===== src/rtl/mdu_seq.sv =====
// mdu_seq: iterative shift-add multiply / restoring divide sequencer sharing an external ALU.
// Define MDU_SIGNED_EN to add signed operations (op_i[1]) and the FIX correction state.
module mdu_seq #(
    parameter int WIDTH = 32
) (
    input  logic             clk_i,
    input  logic             rst_i,
    input  logic             start_i,
    input  logic [1:0]       op_i,
    input  logic [WIDTH-1:0] src_a_i,
    input  logic [WIDTH-1:0] src_b_i,
    input  logic             cancel_i,
    output logic [WIDTH-1:0] alu_a_o,
    output logic [WIDTH-1:0] alu_b_o,
    output logic [2:0]       alu_sel_o,
    input  logic [WIDTH-1:0] alu_result_i,
    input  logic             alu_cout_i,
    output logic             busy_o,
    output logic             done_o,
    output logic             div_by_zero_o,
    output logic [WIDTH-1:0] hi_o,
    output logic [WIDTH-1:0] lo_o
);
    localparam int CW = (WIDTH > 1) ? $clog2(WIDTH) : 1;
    localparam logic [2:0] ALU_ADD = 3'b010;
    localparam logic [2:0] ALU_SUB = 3'b110;
    localparam logic [CW-1:0] CNT_LAST = CW'(WIDTH - 1);

    typedef enum logic [1:0] {
        S_IDLE = 2'd0,
        S_RUN  = 2'd1,
`ifdef MDU_SIGNED_EN
        S_FIX  = 2'd3,
`endif
        S_DONE = 2'd2
    } state_t;

    state_t           state_q, state_d;
    logic             busy_q, busy_d;
    logic [WIDTH-1:0] acc_q, acc_d;
    logic [WIDTH-1:0] q_q, q_d;
    logic [WIDTH-1:0] m_q;
    logic [CW-1:0]    cnt_q;
    logic             op_div_q;
    logic [WIDTH-1:0] hi_q, lo_q;
    logic             dbz_q;
    logic [WIDTH-1:0] rem_shift;
    logic [WIDTH-1:0] a_load, b_load;
    logic             start_dbz, last_iter;

    assign start_dbz = op_i[0] && (src_b_i == '0);
    assign last_iter = (cnt_q == CNT_LAST);
    assign rem_shift = {acc_q[WIDTH-2:0], q_q[WIDTH-1]};

`ifdef MDU_SIGNED_EN
    logic                 sgn_q, neg_a_q, neg_b_q;
    logic                 neg_a, neg_b;
    logic [2*WIDTH-1:0]   prod_neg;

    // Iterations run on magnitudes; signs are reapplied in FIX.
    assign neg_a    = op_i[1] & src_a_i[WIDTH-1];
    assign neg_b    = op_i[1] & src_b_i[WIDTH-1];
    assign a_load   = neg_a ? -src_a_i : src_a_i;
    assign b_load   = neg_b ? -src_b_i : src_b_i;
    assign prod_neg = -{hi_q, lo_q};
`else
    logic unused_op;
    assign unused_op = op_i[1];
    assign a_load    = src_a_i;
    assign b_load    = src_b_i;
`endif

    always_ff @(posedge clk_i) begin
        if (rst_i) begin
            state_q <= S_IDLE;
            busy_q  <= 1'b0;
        end else begin
            state_q <= state_d;
            busy_q  <= busy_d;
        end
    end

    always_comb begin
        state_d = state_q;
        if (cancel_i) begin
            state_d = S_IDLE;
        end else begin
            case (state_q)
                S_IDLE, S_DONE: state_d = start_i ? (start_dbz ? S_DONE : S_RUN) : S_IDLE;
                S_RUN: begin
                    if (last_iter) begin
`ifdef MDU_SIGNED_EN
                        state_d = sgn_q ? S_FIX : S_DONE;
`else
                        state_d = S_DONE;
`endif
                    end
                end
`ifdef MDU_SIGNED_EN
                S_FIX: state_d = S_DONE;
`endif
                default: state_d = S_IDLE;
            endcase
        end
        busy_d = (state_d == S_RUN);
`ifdef MDU_SIGNED_EN
        if (state_d == S_FIX) busy_d = 1'b1;
`endif
    end

    always_comb begin
        alu_sel_o = ALU_ADD;
        alu_a_o   = '0;
        alu_b_o   = '0;
        done_o    = (state_q == S_DONE);
        busy_o    = busy_q;
        if (state_q == S_RUN) begin
            if (op_div_q) begin
                alu_sel_o = ALU_SUB;
                alu_a_o   = rem_shift;
                alu_b_o   = m_q;
            end else begin
                alu_a_o = acc_q;
                alu_b_o = q_q[0] ? m_q : '0;
            end
        end
    end

    // One iteration step; acc[MSB] set means the shifted remainder already exceeds any divisor.
    always_comb begin
        if (op_div_q) begin
            if (acc_q[WIDTH-1] | alu_cout_i) begin
                acc_d = alu_result_i;
                q_d   = {q_q[WIDTH-2:0], 1'b1};
            end else begin
                acc_d = rem_shift;
                q_d   = {q_q[WIDTH-2:0], 1'b0};
            end
        end else begin
            acc_d = {alu_cout_i, alu_result_i[WIDTH-1:1]};
            q_d   = {alu_result_i[0], q_q[WIDTH-1:1]};
        end
    end

    always_ff @(posedge clk_i) begin
        if (rst_i) begin
            acc_q    <= '0;
            q_q      <= '0;
            m_q      <= '0;
            cnt_q    <= '0;
            op_div_q <= 1'b0;
            hi_q     <= '0;
            lo_q     <= '0;
            dbz_q    <= 1'b0;
`ifdef MDU_SIGNED_EN
            sgn_q    <= 1'b0;
            neg_a_q  <= 1'b0;
            neg_b_q  <= 1'b0;
`endif
        end else if (!cancel_i) begin
            case (state_q)
                S_IDLE, S_DONE: begin
                    if (start_i) begin
                        acc_q    <= '0;
                        cnt_q    <= '0;
                        q_q      <= a_load;
                        m_q      <= b_load;
                        op_div_q <= op_i[0];
`ifdef MDU_SIGNED_EN
                        sgn_q    <= op_i[1];
                        neg_a_q  <= neg_a;
                        neg_b_q  <= neg_b;
`endif
                        if (start_dbz) begin
                            hi_q  <= src_a_i;
                            lo_q  <= '1;
                            dbz_q <= 1'b1;
                        end else begin
                            dbz_q <= 1'b0;
                        end
                    end
                end
                S_RUN: begin
                    acc_q <= acc_d;
                    q_q   <= q_d;
                    cnt_q <= cnt_q + CW'(1);
                    if (last_iter) begin
                        hi_q <= acc_d;
                        lo_q <= q_d;
                    end
                end
`ifdef MDU_SIGNED_EN
                S_FIX: begin
                    if (!op_div_q) begin
                        if (neg_a_q ^ neg_b_q) {hi_q, lo_q} <= prod_neg;
                    end else begin
                        if (neg_a_q ^ neg_b_q) lo_q <= -lo_q;
                        if (neg_a_q) hi_q <= -hi_q;
                    end
                end
`endif
                default: ;
            endcase
        end
    end

    assign div_by_zero_o = dbz_q;
    assign hi_o          = hi_q;
    assign lo_o          = lo_q;

endmodule


===== config.mk =====
export PLATFORM = sky130hd
export DESIGN_NAME = mdu_seq
export DESIGN_NICKNAME = d
export VERILOG_FILES = /design/src/rtl/mdu_seq.sv
export SDC_FILE = /design/constraint.sdc
export NUM_CORES = 1
export LEC_CHECK = 0
export CAP_MARGIN = 20
export CORE_ASPECT_RATIO = 1.1
export CORE_MARGIN = 2
export CORE_UTILIZATION = 40
export CTS_CLUSTER_SIZE = 25
export DETAILED_ROUTE_END_ITERATION = 12
export GPL_ROUTABILITY_DRIVEN = 0
export GPL_TIMING_DRIVEN = 0
export PLACE_DENSITY = 0.73
export SYNTH_ARGS = -nofsm -noshare
export SYNTH_HDL_FRONTEND = slang
export SYNTH_SLANG_ARGS = --single-unit

===== constraint.sdc =====
create_clock -name clk_i -period 3.2 [get_ports clk_i]
set_input_delay 0.48 -clock clk_i [delete_from_list [all_inputs] [get_ports clk_i]]
set_output_delay 0.48 -clock clk_i [all_outputs]
set_load 0.02 [all_outputs]

==> reports/qor.csv <==
stage,metric,value,unit
status,outcome,finished clean,
power,total_leakage_power,3.95,nW
critical_path,critPathMaxFanout,10,
global_routing,grt_usage,26.2,%
route,finalWirelength,29300,µm
floorplan,fp.dieH,155,µm
sta,hold_viol_final,0,
critical_path,crit_cells,6,
sta,slew_viol_final,0,
critical_path,end_kind,primary output,
route,route.vias.total,8980,
cts,h-tree-depth,4,
cells_and_area,design_area,0.0116,mm²
cts,cts.path.max_buffers,2,
route,wl_per_cell,18.4,µm
route,drtPass1Iterations,5,
cells_and_area,syn_to_final_growth,38.9,%
sta,setup_violations,0,
critical_path,reg2reg_depth,8,
cts,cts.sinks,170,
cells_and_area,final_common_cell,clkdlybuf4s50_1,
floorplan,coreArea,0.0205,mm²
critical_path,r2r-start,state_q[0],
cts,insertion_delay,0.44,ns
power,clockPowerShare,40.9,%
sta,fin_skew,0.0152,ns
critical_path,startpoint_type,flip-flop,
global_routing,grt_max_degree,17,
global_routing,antenna_found_initial,0,
cts,cts_root_buffer,clkbuf_16,
power,swShare,27.1,%
synth,syn_area_per_cell,7.75,µm²
synth,syn_nets,1181,
power,pwr-share-comb,14.5,%
cells_and_area,postLayoutCoreUtil,56.5,%
floorplan,fp.dieW,142,µm
cells_and_area,num_antenna_cells,0,
cts,numCtsBuffers,17,
global_routing,grt_pass1_vias,8666,
placement,place_area,0.0110,mm²
synth,yosysSeqAreaShare,40.8,%
critical_path,cp.arrival,2.58,ns
power,intPower,3.68,mW
critical_path,worst-setup-path-type,reg -> out,
critical_path,worst_r2r_endpoint,lo_o[3],
critical_path,worst_path_largest_cell_delay,0.60,ns
job,max_cap_violations,0,
power,ir_worst_vdd,0.000398,V
cells_and_area,drive_gt1_share,4.57,%
critical_path,path_cells,nand2b_1 > clkbuf_2 > nor2_4 > clkbuf_1 > and2_1 > clkdlybuf4s50_1,
power,power.density,436,mW/mm²
cells_and_area,nets,1430,
critical_path,path_delay_family,buffers and inverters,
critical_path,worstPathRequired,2.72,ns
power,pwr-share-seq,44.6,%
route,viasPerCell,5.64,
cts,cts_tree,yes,
route,drt_iter0_drc,581,
route,drc,0,
sta,period_needed,3.06,ns
critical_path,cp_num_buf_inv,3,
sta,rsz0062_at_grt,no,
global_routing,grt-ovfl-total,0,
floorplan,rows,55,
synth,synth_area,0.00834,mm²
placement,portBuffers,232,
synth,yosysUniqueCellTypes,36,
min_path,min_path_type,in -> reg,
sta,fin_tns_setup,0,ns
synth,yosysWarnings,0,
floorplan,die-area,0.0220,mm²
floorplan,ios,237,
cts,ctsHoldBuffers,0,
critical_path,critPathSlowestCell,clkdlybuf4s50_1,
critical_path,cp-endpoint,alu_b_o[28],
power,p_switching,1.37,mW
cts,cts.clk_slew.worst_paths,0.06,ns
cells_and_area,final_cell_mix,"232 x clkdlybuf4s50_1, 169 x nand2_1, 169 x dfxtp_1",
sta,fmax,327,MHz
critical_path,setup.worst_path.start,state_q[0],
sta,worstMarginPinSlew,0.710,ns
placement,place_hpwl,22500,µm
power,finalPower,5.05,mW
floorplan,start_util,40.7,%
synth,ys_seq_elements,170,
sta,fin_crit_sh,95.6,%
synth,synthCells,1076,
route,ant_nets,0,
global_routing,grt_pass1_wl,45400,µm
sta,slew_headroom,52.3,%
critical_path,reg2reg_slack,0.70,ns
==> how the worst min path moves through the flow <==
stage,startpoint,to,slack (ns),cells past startpoint
final,cancel_i,state_q[0],0.34,2
after global placement,m_q[24],m_q[24],0.44,2
after global routing,cancel_i,state_q[0],0.34,2
after floorplan,m_q[0],m_q[0],0.43,2
after CTS,cancel_i,state_q[0],0.32,2
after detailed placement,m_q[26],m_q[26],0.44,2
==> cells in the mapped netlist (all sizes together) <==
master   count  share of area (%)
nand3       31                1.9
nor4b        1               0.11
or2          2               0.15
o22a         1               0.11
ha           2               0.30
nand4        2               0.15
nand2b       2               0.15
o32ai        1               0.11
and3         1              0.075
mux2i       32                3.8
o21a        32                2.9
conb         2              0.090
inv          3               0.14
or3          2               0.15
dfxtp      170                 41
a22oi        2               0.18
a2bb2oi     31                3.3
nand2      169                7.6
and2        62                4.7
nor3         6               0.36
nor2b        4               0.30
clkbuf      85                3.8
a221oi       1               0.11
nor4         7               0.53
xor2         2               0.21
a211oi      31                2.8
o41ai        1               0.33
buf         22                1.6
a21oi      133                8.0
o211ai      31                2.8
nor2        79                3.6
o21ai       94                5.6
o211a        1               0.12
a311oi      31                3.3
==> metal layers <==
| metal | GRT usage, % | part of all wire (%) | up-vias |
|---|---|---|---|
| met5 | 0 | 0 | - |
| met4 | 8.52 | 2.4 | 0 |
| met3 | 5.85 | 8.4 | 49 |
| met2 | 44.6 | 47 | 412 |
| met1 | 33.0 | 42 | 4205 |
| li1 | - | - | 4314 |
==> per-stage QoR <==
step / hold slack (ns) / worst slack (ns) / instances
after floorplan: 0.432 / 0.994 / 1076
after global placement: 0.437 / -0.240 / 1564
after detailed placement: 0.443 / -0.221 / 1564
after CTS: 0.323 / 0.0386 / 1593
after global routing: 0.344 / 0.0135 / 1592
final: 0.341 / 0.140 / 1592
==> logic make-up after synthesis <==
| family | count (synthesis) | share of synthesized area (%) |
|---|---|---|
| mux | 32 | 3.84 |
| buf+inv | 110 | 5.58 |
| flops | 170 | 40.8 |
| simple gates | 368 | 19.6 |
| xor+xnor | 2 | 0.210 |
| compound gates | 390 | 29.5 |
| fa+ha+maj | 2 | 0.300 |
| other cells | 2 | 0.0900 |
==> sequential cells by signal, indices dropped and copies added, names as in the netlist <==
| signal | count |
|---|---|
| busy_o | 1 |
| lo_o | 32 |
| op_div_q | 1 |
| acc_q | 32 |
| hi_o | 32 |
| q_q | 32 |
| cnt_q | 5 |
| state_q | 2 |
| m_q | 32 |
| div_by_zero_o | 1 |
==> repair_timing <==
item,4_1_cts,5_1_grt
gates resized for setup,10,9
setup buffers,0,0
pin swaps,0,0
cloned,0,0
hold endpoints to repair,0,0
endpoints found under the setup margin,65,22
==> power by group through the flow <==
stage,clock network [mW],registers [mW],logic (mW)
after detailed placement,0,2.29,0.722
after global routing,2.19,2.26,0.795
after floorplan,0,2.30,0.374
after CTS,2.09,2.25,0.726
final,2.07,2.25,0.733
after global placement,0,2.29,0.715
==> layout make-up <==
type                            count  area [µm²]
Clock inverter                     12         143
Fill cell                        1958        8920
Sequential cell                   170        3410
Buffer                            105         467
Tap cell                          256         320
Inverter                            3        11.3
Clock buffer                       18         439
Multi-Input combinational cell    796        4480
Timing Repair Buffer              232        2320
Power figures use the tool's default switching activity.
